==> src/rtl/fb_write_arbiter.sv <==
// Framebuffer port-A write arbiter: full-screen clear engine with priority over raster pixel writes.
// Define FB_BOUNDS_CHECK_EN to drop and count out-of-range raster pixels instead of writing them wrapped.
module fb_write_arbiter #(
  parameter int unsigned WIDTH  = 320,
  parameter int unsigned HEIGHT = 240
) (
  input  logic        aclk,
  input  logic        arstn,
  input  logic        clear_start,
  input  logic [7:0]  clear_color,
  output logic        clear_busy,
  output logic        clear_done,
  input  logic        px_valid,
  output logic        px_ready,
  input  logic [8:0]  px_x,
  input  logic [7:0]  px_y,
  input  logic [7:0]  px_color,
  output logic        fb_wea,
  output logic [16:0] fb_addra,
  output logic [7:0]  fb_dina,
  output logic [15:0] px_drop_cnt
);

  localparam int unsigned PIXELS    = WIDTH * HEIGHT;
  localparam logic [16:0] LAST_ADDR = 17'(PIXELS - 1);

  typedef enum logic {
    IDLE,
    CLEAR
  } state_t;

  state_t      r_state;
  state_t      w_state_nxt;
  logic [16:0] r_clr_cnt;
  logic [16:0] w_clr_cnt_nxt;
  logic [7:0]  r_clr_color;
  logic [7:0]  w_clr_color_nxt;
  logic        r_fb_wea;
  logic        w_fb_wea_nxt;
  logic [16:0] r_fb_addra;
  logic [16:0] w_fb_addra_nxt;
  logic [7:0]  r_fb_dina;
  logic [7:0]  w_fb_dina_nxt;
  logic        r_clear_busy;
  logic        w_clear_busy_nxt;
  logic        r_clear_done;
  logic        w_clear_done_nxt;

  logic        w_px_accept;
  logic        w_px_oob;
  logic [16:0] w_px_addr;

  // A pending clear request blocks the raster handshake in the same cycle.
  assign px_ready    = (r_state == IDLE) && !clear_start;
  assign w_px_accept = px_valid && px_ready;
  assign w_px_addr   = 17'(32'(px_y) * WIDTH + 32'(px_x));

`ifdef FB_BOUNDS_CHECK_EN
  logic [15:0] r_drop_cnt;

  assign w_px_oob = (32'(px_x) >= WIDTH) || (32'(px_y) >= HEIGHT);

  always_ff @(posedge aclk or negedge arstn) begin
    if (!arstn) begin
      r_drop_cnt <= 16'd0;
    end else if (w_px_accept && w_px_oob && (r_drop_cnt != 16'hFFFF)) begin
      r_drop_cnt <= r_drop_cnt + 16'd1;
    end
  end

  assign px_drop_cnt = r_drop_cnt;
`else
  assign w_px_oob    = 1'b0;
  assign px_drop_cnt = 16'd0;
`endif

  // The counter always equals the address currently presented during a clear.
  always_comb begin
    w_state_nxt      = r_state;
    w_clr_cnt_nxt    = r_clr_cnt;
    w_clr_color_nxt  = r_clr_color;
    w_fb_wea_nxt     = 1'b0;
    w_fb_addra_nxt   = r_fb_addra;
    w_fb_dina_nxt    = r_fb_dina;
    w_clear_busy_nxt = 1'b0;
    w_clear_done_nxt = 1'b0;
    case (r_state)
      IDLE: begin
        if (clear_start) begin
          w_state_nxt      = CLEAR;
          w_clr_cnt_nxt    = 17'd0;
          w_clr_color_nxt  = clear_color;
          w_fb_wea_nxt     = 1'b1;
          w_fb_addra_nxt   = 17'd0;
          w_fb_dina_nxt    = clear_color;
          w_clear_busy_nxt = 1'b1;
          w_clear_done_nxt = (LAST_ADDR == 17'd0);
        end else if (w_px_accept && !w_px_oob) begin
          w_fb_wea_nxt   = 1'b1;
          w_fb_addra_nxt = w_px_addr;
          w_fb_dina_nxt  = px_color;
        end
      end
      CLEAR: begin
        if (r_clr_cnt == LAST_ADDR) begin
          w_state_nxt = IDLE;
        end else begin
          w_clr_cnt_nxt    = r_clr_cnt + 17'd1;
          w_fb_wea_nxt     = 1'b1;
          w_fb_addra_nxt   = r_clr_cnt + 17'd1;
          w_fb_dina_nxt    = r_clr_color;
          w_clear_busy_nxt = 1'b1;
          w_clear_done_nxt = ((r_clr_cnt + 17'd1) == LAST_ADDR);
        end
      end
      default: begin
        w_state_nxt = IDLE;
      end
    endcase
  end

  always_ff @(posedge aclk or negedge arstn) begin
    if (!arstn) begin
      r_state      <= IDLE;
      r_clr_cnt    <= 17'd0;
      r_clr_color  <= 8'd0;
      r_fb_wea     <= 1'b0;
      r_fb_addra   <= 17'd0;
      r_fb_dina    <= 8'd0;
      r_clear_busy <= 1'b0;
      r_clear_done <= 1'b0;
    end else begin
      r_state      <= w_state_nxt;
      r_clr_cnt    <= w_clr_cnt_nxt;
      r_clr_color  <= w_clr_color_nxt;
      r_fb_wea     <= w_fb_wea_nxt;
      r_fb_addra   <= w_fb_addra_nxt;
      r_fb_dina    <= w_fb_dina_nxt;
      r_clear_busy <= w_clear_busy_nxt;
      r_clear_done <= w_clear_done_nxt;
    end
  end

  assign fb_wea     = r_fb_wea;
  assign fb_addra   = r_fb_addra;
  assign fb_dina    = r_fb_dina;
  assign clear_busy = r_clear_busy;
  assign clear_done = r_clear_done;

endmodule
==> config.mk <==
export PLATFORM = sky130hd
export DESIGN_NAME = fb_write_arbiter
export DESIGN_NICKNAME = d
export VERILOG_FILES = /design/src/rtl/fb_write_arbiter.sv
export SDC_FILE = /design/constraint.sdc
export NUM_CORES = 1
export LEC_CHECK = 0
export CORE_ASPECT_RATIO = 0.75
export CORE_MARGIN = 2
export CORE_UTILIZATION = 45
export DETAILED_ROUTE_END_ITERATION = 10
export GPL_ROUTABILITY_DRIVEN = 1
export PLACE_DENSITY = 0.78
export SLEW_MARGIN = 20
export SYNTH_ARGS = -nofsm -noshare
export SYNTH_HDL_FRONTEND = slang
export SYNTH_SLANG_ARGS = --single-unit
export TNS_END_PERCENT = 1
==> constraint.sdc <==
create_clock -name aclk -period 3.25 [get_ports aclk]
set_clock_uncertainty 0.15 [all_clocks]
set_input_delay 0.325 -clock aclk [delete_from_list [all_inputs] [get_ports aclk]]
set_output_delay 0.325 -clock aclk [all_outputs]
set_load 0.03 [all_outputs]
==> results of run 1 <==
layer usage:
layer	wire (um)	GRT usage (%)	vias up
met1	3989	29.85	1423
met5	0	0	-
met3	512	4.140	4
met2	3801	30.65	103
li1	-	-	1451
met4	61	5.263	0
layout make-up:
| class | count | area share (%) |
|---|---|---|
| clock buffer | 5 | 1.584 |
| clock inverter | 3 | 1.008 |
| inverter | 7 | 0.6047 |
| multi-input combinational | 297 | 44.83 |
| sequential | 53 | 30.52 |
| tap | 101 | 2.908 |
| timing repair buffer | 86 | 18.54 |
what timing repair did:
action | in CTS | in global routing
hold buffers | 1 | 0
hold endpoints to repair | 36 | 0
setup endpoints to repair | 0 | 2
resized for setup | 0 | 1
sequential cells by signal (all words and copies together) (netlist names):
name         flops
fb_addra        17
r_clr_cnt       17
fb_dina          8
r_clr_color      8
clear_busy       1
clear_done       1
fb_wea           1
power breakdown:
| part | internal (mW) | total, mW | switching (mW) |
|---|---|---|---|
| sequential | 0.791 | 0.928 | 0.138 |
| clock | 0.231 | 0.457 | 0.226 |
| combinational | 0.381 | 0.823 | 0.442 |
| total | 1.40 | 2.21 | 0.806 |
synth_stat cells (8+ instances only):
cell	count	area (um2)
xor2_1	9	78.83
ha_1	17	212.7
o21ai_0	29	145.1
mux2_2	8	90.09
mux2i_1	10	100.1
nand3_1	11	55.05
buf_2	8	40.04
xnor2_1	16	140.1
a21oi_1	16	80.08
dfrtp_1	53	1326
nor2_1	39	146.4
nand2_1	41	153.9
clkbuf_1	10	37.54
buf_4	17	127.6
cells by family after synthesis:
group,count (synthesis),synth area share (%)
XOR/XNOR,25,6.297
AND/OR/NAND/NOR,127,17.70
AO/OA/AOI/OAI,92,17.38
other,1,0.1078
multiplexers,18,5.470
adder cells (fa/ha/maj),19,7.269
flip-flops,53,38.14
buffers and inverters,45,7.629
path summary, 6_finish.rpt:
path,from,end,slack (ps)
worst max-delay path,px_y[1],fb_addra[14]$_DFFE_PN0P_,160
worst min register to register,fb_addra[6]$_DFFE_PN0P_,fb_addra[6]$_DFFE_PN0P_,330
worst max register to register,r_clr_cnt[1]$_DFFE_PN0P_,r_clr_cnt[10]$_DFFE_PN0P_,740
max in group asynchronous,arstn,r_clr_cnt[2]$_DFFE_PN0P_,1730
min in group asynchronous,arstn,fb_dina[6]$_DFFE_PN0P_,480
worst min-delay path,fb_addra[6]$_DFFE_PN0P_,fb_addra[6]$_DFFE_PN0P_,330
cell usage in the layout, fill, tap and decap left out, types with 4 or more instances in the layout:
master and n:
o31ai_1 6, a21oi_1 16, xor2_1 9, nand3_1 11
nand4_1 4, o21ai_0 29, nor3_1 5, dfrtp_1 53
mux2i_1 10, mux2_2 8, nand2_1 41, o21a_1 5
a21o_1 5, a221oi_1 7, and3_2 5, conb_1 16
clkdlybuf4s50_1 64, ha_1 17, xnor2_1 16, buf_4 20
inv_1 7, clkbuf_8 5, nor2_1 39
through the flow:
stage / instance area [um2] / std cells / hold slack, ps / total power [mW] / setup TNS, ps
2_1_floorplan: 3533 / 395 / -120.6 / 1.431 / 0
3_3_place_gp: 4217 / 543 / 305.1 / 1.727 / -161.8
3_5_place_dp: 4217 / 543 / 303.7 / 1.752 / -459.0
4_1_cts: 4339 / 552 / 331.7 / 2.211 / 0
5_1_grt: 4345 / 552 / 381.8 / 2.337 / 0
6_report: 4345 / 552 / 328.0 / 2.209 / 0
tightest hold or removal path: cells and delay by family (launching register included):
kind,cells,cell delay (ps)
and+or+nand+nor,2,100
DFF,1,360
==> metrics, run 1 <==
Mapped Cells=380; CP Capture Type=flop; Max Freq=0.3232 GHz; Slew headroom=a little under half; Die X=roughly 110 um; pin count of the biggest net entering global routing=42; syn avg cell area=9.150 um2; Hold WC Path Type=reg2reg; Die Ht=80.13 um; Via density=approximately 5.4; Crit Path Class=in2reg; FFs w/ async S/R, synth=100.0%; drc violations=0; Final #Nets=506; worst hold path depth=2; cell mode on critical path=ha_1; Netlist Area Pre-Place=3477 um2; post-synthesis sequential area ratio=38.14%; share of post-route cells with drive strength above 1=approximately an eighth; worst r2r path cells=8; Clock Latency Late Sink=310 ps; ANT nets after route=0; period utilization=95.20%; Area growth, synth to finish=24.97%; fillers=644; Vias=~3000; setup ws final=156.0 ps; number of DRC markers in iteration 0=around 170; CTS Sinks=53; final-report hold violation count=0; antenna diode count=0; CORE AREA=between 7000 and 8000 um2; Final HPWL DP=between 6000 and 7000 um; top_reg_cell synth=dfrtp_1; worst-path maximum fanout=3; Distinct cells, synth=60; drt pass-1 iters=5; FP Rows=27; Initial Util=46.78%; count of final setup violators=0; Levels on crit path=11; TritonCTS clock tree=yes; routed len/inst=about 15 um; Ports=82; deepest clock path buffer count=2; Worst Path Required=3280 ps; Register Area=1326 um2; WL final=between 8000 and 9000 um; power density cells=508.2 nW/um2; max-cap violations=0; Final Core Density=approximately 58%; total grt overflow=0; Place WS=-229.0 ps; status=finished, final reports clean; delay-heaviest family, CP=adder cells; fin crit period=3094 ps; TritonCTS Buffers=5; number of antenna violations at the first check in global routing=0; synth warn=0; fin. max-slew vios=0; Post-CTS Repair Setup Buffers=0; CP Launch Type=primary input; Crit-path slowest cell=or4_1; RSZ-0062 raised after global routing=no; gp weighted congestion=~0.88; max incr delay on CP=530 ps; vias in the first global route=2766; critical path cell sequence=clkdlybuf4s50_1, ha_1, ha_1, fa_1, buf_4, xor2_1, nand4_1, or4_1, a21boi_0, mux2i_1, a31oi_1; All-Layer GR Usage=just over 20%; flops & latches, synth=53; root buf cell=clkbuf_8; total die area=around 8500 um2; worst slew pin tran=808.4 ps; Critical Path AT=around 3100 ps; H-tree depth=2; clock transition at the registers of the reported paths=100 ps; IO Port Bufs=65; Post-synth EDFFs=0; first-pass GRT wire length=13660 um; CP bufs+invs=2; Lkg Pwr=around 1.9 nW; peak supply drop=319.2 uV; Multi-input gate area=1948 um2
Note: power is estimated with default switching activity, not from simulation.
==> run 2, diff against run 1 <==
--- a/config.mk
+++ b/config.mk
@@ -11,6 +11,7 @@
 export DETAILED_ROUTE_END_ITERATION = 10
 export GPL_ROUTABILITY_DRIVEN = 1
 export PLACE_DENSITY = 0.78
+export SKIP_LAST_GASP = 1
 export SLEW_MARGIN = 20
 export SYNTH_ARGS = -nofsm -noshare
 export SYNTH_HDL_FRONTEND = slang
==> constraint.sdc (replaced) <==
create_clock -name aclk -period 3.6 [get_ports aclk]
set_clock_uncertainty 0.15 [all_clocks]
set_input_delay 0.36 -clock aclk [delete_from_list [all_inputs] [get_ports aclk]]
set_output_delay 0.36 -clock aclk [all_outputs]
set_load 0.03 [all_outputs]
==> metrics, run 2 (same netlist as run 1, synthesis figures left out) <==
Lkg Pwr=1.843 nW (was 1.901 nW); worst slew pin tran=852.6 ps (was 808.4 ps); CTS Sinks=53 (unchanged); drt pass-1 iters=4 (was 5); fillers=660 (was 644); critical path cell sequence=clkdlybuf4s50_1, ha_1, ha_1, fa_1, a211oi_2, nor3b_1, or2_0, or4_1, a21boi_0, mux2i_1, a31oi_1 (was clkdlybuf4s50_1, ha_1, ha_1, fa_1, buf_4, xor2_1, nand4_1, or4_1, a21boi_0, mux2i_1, a31oi_1); antenna diode count=0 (unchanged); cell mode on critical path=ha_1 (unchanged); setup ws final=374.6 ps (was 156.0 ps); WL final=8500 um (was 8365 um); max-cap violations=0 (unchanged); TritonCTS clock tree=yes (unchanged); most frequent cells in the layout=64 x clkdlybuf4s50_1, 53 x dfrtp_1, 41 x nand2_1, 39 x nor2_1, 29 x o21ai_0 (unchanged); clock network power share=21.2% (was 20.7%); part of the power in registers=42.3% (was 42.0%); RSZ-0062 raised after global routing=no (unchanged); Via density=5.519 (was 5.400); NetSw=711.2 uW (was 805.7 uW); Int Power=1.267 mW (was 1.403 mW); Power, Total=1.979 mW (was 2.209 mW); Hold WC Path Type=in2async (was reg2reg); hold_ws=2.831 ps (was 328.0 ps); count of final setup violators=0 (unchanged); IO Port Bufs=65 (unchanged); first-pass GRT wire length=14010 um (was 13660 um); max incr delay on CP=460 ps (was 530 ps); Die X=105.5 um (unchanged); share of post-route cells with drive strength above 1=9.112% (was 11.75%); Register Area=1326 um2 (unchanged); status=finished, final reports clean (unchanged); gp weighted congestion=0.9056 (was 0.8817); Clock Latency Late Sink=310 ps (about the same); FP Rows=27 (unchanged); ANT nets after route=0 (unchanged); switching part of the total power=35.95% (was 36.48%); Worst Path Required=3630 ps (was 3280 ps); fin. max-slew vios=0 (unchanged); H-tree depth=2 (unchanged); post_cts resized=0 (unchanged); deepest clock path buffer count=2 (unchanged); Comb power frac=36.5% (was 37.3%); number of antenna violations at the first check in global routing=0 (unchanged); Post-CTS Hold Fix Bufs=0 (was 1); TritonCTS Buffers=5 (unchanged); final-report hold violation count=0 (unchanged); Max Freq=between 0.3 and 0.4 GHz; total die area=8453 um2 (unchanged); CP Launch Type=primary input (unchanged); setup TNS=0 ps (unchanged); Final HPWL DP=6411 um (was 6332 um); Critical Path AT=3260 ps (was 3120 ps); Post-CTS Repair Setup Buffers=0 (unchanged); All-Layer GR Usage=20.76% (was 20.33%); peak supply drop=287.7 uV (was 319.2 uV); Slew headroom=43.16% (was 46.11%); Initial Util=46.78% (unchanged); Die Ht=80.13 um (unchanged); Multi-input gate area=1942 um2 (was 1948 um2); Area growth, synth to finish=22.24% (was 24.97%); Ports=82 (unchanged); fin crit period=3225 ps; drc violations=0 (unchanged); vias in the first global route=2797 (was 2766); root buf cell=clkbuf_8 (unchanged); Crit Path Class=in2reg (unchanged); routed len/inst=15.74 um (was 15.15 um); Final #Nets=494 (was 506); CP Capture Type=flop (unchanged); total grt overflow=0 (unchanged); number of DRC markers in iteration 0=202 (was 173); pin count of the biggest net entering global routing=39 (was 42); Place WS=40.68 ps (was -229.0 ps); worst-path maximum fanout=3 (unchanged); commonest non-fill, non-tap cell in the layout=clkdlybuf4s50_1 (unchanged); period utilization=89.59%; Crit-path slowest cell=or4_1 (unchanged); CORE AREA=7432 um2 (unchanged); power density cells=465.5 nW/um2 (was 508.2 nW/um2); clock transition at the registers of the reported paths=100 ps (about the same); Final Core Density=57.19% (was 58.47%); Vias=2980 (was 2981)
[run 2: worst max-delay path, delay by kind of cell]
family	cells	cell delay, ps
adder cells (fa/ha/maj)	3	980
AND/OR/NAND/NOR	3	800
AO/OA/AOI/OAI	3	520
buffers and inverters	1	430
multiplexers	1	170
[run 2: through the flow]
stage | instance area, um2 | instances
floorplan | 3533 | 395
global placement | 4134 | 532
detailed placement | 4134 | 532
CTS | 4250 | 540
global route | 4250 | 540
finish | 4250 | 540
[run 2: layer usage]
layer	up-vias	track usage (%)	share of wire, %
met1	1436	29.78	47
li1	1430	-	-
met5	-	0	0
met2	103	32.97	46
met4	0	4.342	1.1
met3	11	3.896	5.8
[run 2: power by group through the flow]
stage	clock, mW	sequential, mW	combinational [mW]
4_1_cts	0.425	0.833	0.722
6_report	0.420	0.837	0.722
3_3_place_gp	0	0.837	0.701
3_5_place_dp	0	0.843	0.720
2_1_floorplan	0	0.932	0.360
5_1_grt	0.451	0.853	0.789
[run 2: worst paths after layout]
path	from	to	slack [ps]	cells after the start
min in group aclk	fb_addra[6]$_DFFE_PN0P_	fb_addra[6]$_DFFE_PN0P_	330	2
worst max-delay path	px_y[1]	fb_addra[14]$_DFFE_PN0P_	370	11
worst min-delay path	arstn	fb_wea$_DFF_PN0_	3	1
max in group asynchronous	arstn	clear_done$_DFF_PN0_	2560	2
worst min register to register	fb_addra[6]$_DFFE_PN0P_	fb_addra[6]$_DFFE_PN0P_	330	2
worst max register to register	clear_busy$_DFF_PN0_	fb_addra[9]$_DFFE_PN0P_	950	6
[run 2: cell type report]
class	instances	area share [%]
multi-input cells	297	45.69
flip-flops and latches	53	31.20
repair buffers	74	16.78
well taps	101	2.973
clock buffers	7	2.031
clock inverters	1	0.7065
inverters	7	0.6182
==> RTL change 1, RTL diff (flow settings as in run 2) <==
`r_fb_addra` no longer has a reset.
--- a/src/rtl/fb_write_arbiter.sv
+++ b/src/rtl/fb_write_arbiter.sv
@@ -127,3 +127,2 @@
       r_fb_wea     <= 1'b0;
-      r_fb_addra   <= 17'd0;
       r_fb_dina    <= 8'd0;
@@ -136,3 +135,2 @@
       r_fb_wea     <= w_fb_wea_nxt;
-      r_fb_addra   <= w_fb_addra_nxt;
       r_fb_dina    <= w_fb_dina_nxt;
@@ -141,2 +139,6 @@
     end
+  end
+
+  always_ff @(posedge aclk) begin
+    r_fb_addra <= w_fb_addra_nxt;
   end
Function: changed (Yosys sat finds a counterexample within 4 cycles, from zero or initial values and one cycle with arstn low).
==> RTL change 1 against run 2 <==
- critical endpoint is now fb_addra[15]
- routed wire length fell by 3.9%
- power fell by 2.9%
- worst hold slack better by 0.32 ns
- sequential cell count unchanged
- critical path type unchanged
- combinational power is 2% lower
- setup slack better by 0.030 ns
- design area is 0.12% lower
- synthesized area grew 1.2%
==> RTL change 1: results (changes against run 2) <==
* Overall power consumption: 1.92 mW (was 1.98 mW)
- The total detailed-routing wirelength was 8170 um (was 8500 um).
* Ys async rst share: 67.9% (was 100%)
* Arrival @ worst endpoint: 3.08 ns (was 3.26 ns)
* Fill cell count: 646 (was 660)
* Top post-synthesis cells by area: dfrtp_1 26%, edfxtp_1 15%, ha_1 6.0%, mux2i_1 4.8%, o21ai_0 4.1% (was dfrtp_1 38%, ha_1 6.1%, nand2_1 4.4%, nor2_1 4.2%, o21ai_0 4.2%)
* Global-route total usage across every layer: 19.7% (was 20.8%)
- Adder-Cell Fraction of Synth Area: 7.18% (was 7.27%)
- The non-clock buffer share of cell area came to 16.7% (was 16.8%).
- The fraction of area in multi-input gates is 44.4% (was 45.7%).
- Fraction of final layout cells sized beyond drive strength 1: 8.92% (was 9.11%)
* Clock Network Area Fraction: 1.89% (was 2.74%)
- Met2 routing resource usage after global routing: 32.4% (was 33.0%)
- The sequential standard cell area is 1410 um2 (was 1330 um2).
* Nets: 470 (was 494)
* Average footprint of a synthesized cell: 9.91 um2 (was 9.15 um2)
* Number of enable-type register cells in the synthesized netlist: 17 (was 0)
- Outcome: finished clean (unchanged)
- The area after detailed placement is 4170 um2 (was 4130 um2).
- Maximum number of pins on one net before global-route repair: 37 (was 39)
- The per-cell via count in the routed design was 5.54 (was 5.52).
- XOR/XNOR Fraction of Synth Area: 4.98% (was 6.30%)
- Terminus of the critical flop-to-flop path: fb_addra[1] (was fb_addra[9])
- The count of multi-input gates came to 273 (was 297).
* GPL Wtd Cong: 0.882 (was 0.906)
* Global-route wire length before repair: 13,200 um (was 14,000 um)
* Fraction of synthesized area in multiplexers: 7.40% (was 5.47%)
==> RTL change 1: cell count changes after synthesis, sizes merged, moves of 4 or more <==
cell / run 2 / this run
nand2: 41 / 31
xnor2: 16 / 9
a211oi: 1 / 13
and3: 7 / 3
a221oi: 7 / 0
o22ai: 1 / 6
nor2: 39 / 24
mux2i: 10 / 17
dfrtp: 53 / 36
edfxtp: 0 / 17
==> RTL change 1: worst max-delay path: cells and delay by family <==
kind            cells  cell delay (ns)
buf+inv             1             0.48
compound gates      3             0.70
simple gates        2             0.58
fa+ha+maj           3             0.97
==> RTL change 1: metrics by stage <==
step           hold WS (ns)  cells
2_1_floorplan       -0.0856    370
3_3_place_gp          0.338    508
3_5_place_dp          0.343    508
4_1_cts               0.334    516
5_1_grt               0.375    516
6_report              0.322    516
==> RTL change 1: metal layers <==
layer / wire length, um / vias to the layer above
li1: - / 1391
met1: 3710 / 1383
met2: 3950 / 80
met3: 439 / 7
met4: 66 / 0
met5: 0 / -
==> RTL change 2, RTL diff (config.mk and constraints of run 2) <==
Without the edit above. Set the parameter `HEIGHT` to 180 (it was 240).
--- a/src/rtl/fb_write_arbiter.sv
+++ b/src/rtl/fb_write_arbiter.sv
@@ -4,3 +4,3 @@
   parameter int unsigned WIDTH  = 320,
-  parameter int unsigned HEIGHT = 240
+  parameter int unsigned HEIGHT = 180
 ) (
Formal check against the unedited RTL: no difference found for any inputs over 10 cycles, from zero or initial values and one cycle with arstn low; that may be too few to reach the edited logic, so the function may still have changed.
==> RTL change 2 against run 2 <==
- synthesized area is 1.5% lower
- routed wire length is 10% lower
- final cell count is 2.0% lower
- sequential cell count stayed put
- design area is 2.9% lower
- setup slack worse by 0.076 ns
- critical endpoint unchanged
- largest cell class unchanged
Power is not compared: it rests on default switching activity, and its combinational part moved more than twofold at a synthesized area within 25%.
==> RTL change 2: results (changes against run 2) <==
- Top cells by count, synth: 53 x dfrtp_1, 42 x nor2_1, 41 x nand2_1 (was 53 x dfrtp_1, 41 x nand2_1, 39 x nor2_1).
- The placed wire-length estimate is 5710 um (was 6410 um).
- Fraction of the yosys area taken by sequential cells: 38.7% (was 38.1%)
- GPL Wtd Cong: 0.839 (was 0.906)
- Number of DRC violations after detailed routing: 0 (unchanged)
- The number of diodes is 0 (unchanged).
* Top post-synthesis cells by area: dfrtp_1 39%, ha_1 6.2%, nor2_1 4.6%, nand2_1 4.5%, o21ai_0 3.8% (was dfrtp_1 38%, ha_1 6.1%, nand2_1 4.4%, nor2_1 4.2%, o21ai_0 4.2%)
* Fill cell count: 703 (was 660)
- Routed WL per cell: 14.4 um (was 15.7 um)
- Fraction of final layout cells sized beyond drive strength 1: 6.54% (was 9.11%)
- The global-route wire length before repair was 12,900 um (was 14,000 um).
* Maximum number of pins on one net before global-route repair: 44 (was 39)
- Ratio of routed vias to standard cells: 5.36 (was 5.52)
* Via count of the first global-routing pass: 2,742 (was 2,797)
- The overall global routing resource usage is 19.0% (was 20.8%).
- Post-CTS Setup Bufs: 0 (unchanged)
- Iteration-0 DRC Markers: 191 (was 202)
- The worst-case headroom to the max-slew limit came to 36.2% (was 43.2%).
* Initial antenna violation count: 0 (unchanged)
- Outcome: finished clean (unchanged).
- The origin of the critical flop-to-flop path is r_clr_cnt[12] (was clear_busy).
- Nets: 483 (was 494)
- The data arrival time of the worst path is 3.33 ns (was 3.26 ns).
* Worst-case setup slack after placement: 0.00353 ns (was 0.0407 ns)
- Ys async rst share: 100% (unchanged)
* Placed Area: 4040 um2 (was 4130 um2)
* Distinct cell type count of the synthesized netlist: 56 (was 60)
[RTL change 2: cell count changes after synthesis, moves of 4 or more]
cell	delta
buf_2	-4
and3_2	-5
nand2b_1	+4
and2_1	+4
a22o_1	+5
o21a_1	-4
o31ai_1	-4
[RTL change 2: cells by family (layout without fill, tap and decap cells)]
family	after synthesis	after routing	share of synthesized area (%)
AOI/OAI and AO/OA	81	81	15.6
xor gates and xnor gates	25	25	6.39
adders and majority gates	19	19	7.38
buffers and inverters	47	85	8.00
DFF	53	53	38.7
muxes	17	17	5.26
other	1	16	0.110
and+or+nand+nor	132	132	18.5
[RTL change 2: final cells by class]
type | count | area [um2] | share of cell area (%)
Tap cell | 101 | 126 | 3.06
Multi-Input combinational cell | 290 | 1880 | 45.5
Inverter | 8 | 32.5 | 0.788
Timing Repair Buffer | 69 | 676 | 16.4
Clock buffer | 6 | 72.6 | 1.76
Sequential cell | 53 | 1330 | 32.1
Clock inverter | 2 | 15.0 | 0.364
[RTL change 2: worst paths after layout]
kind,to,slack (ns),cells after the start
hold / removal,r_clr_cnt[10],0.04,1
hold reg to reg,fb_dina[3],0.34,2
max in group asynchronous,r_clr_color[7],2.53,2
min in group aclk,fb_dina[3],0.34,2
setup reg to reg,fb_addra[16],0.91,6
setup / recovery,fb_addra[14],0.30,11
[RTL change 2: layer usage]
| metal | vias to the layer above | wire (um) | global-route usage, % |
|---|---|---|---|
| met5 | - | 0 | 0 |
| met4 | 0 | 29 | 4.67 |
| met3 | 4 | 492 | 3.76 |
| met2 | 74 | 3610 | 30.7 |
| met1 | 1374 | 3480 | 26.3 |
| li1 | 1384 | - | - |
[RTL change 2: metrics by stage]
stage / power [mW] / instances / hold WS, ns
6_report: 1.18 / 529 / 0.0414
5_1_grt: 1.24 / 529 / 0.114
3_5_place_dp: 0.855 / 521 / 0.323
2_1_floorplan: 0.777 / 390 / -0.0856
4_1_cts: 1.19 / 529 / 0.0743
3_3_place_gp: 0.849 / 521 / 0.318
[RTL change 2: power breakdown]
| part | leakage [nW] | internal, mW | total (mW) | switching [mW] |
|---|---|---|---|---|
| logic | 1.14 | 0.106 | 0.234 | 0.128 |
| registers | 0.620 | 0.604 | 0.609 | 0.00512 |
| clock network | 0.0374 | 0.138 | 0.338 | 0.200 |
[RTL change 2: worst max-delay path, cell delays in order]
cell and delay [ns]:
clkdlybuf4s50_1 0.48, ha_1 0.32, ha_1 0.22, fa_1 0.41, xor2_1 0.27, nand4_1 0.21
nor3_1 0.29, o21ai_0 0.17, a221oi_1 0.31, xor2_1 0.19, a31oi_1 0.10
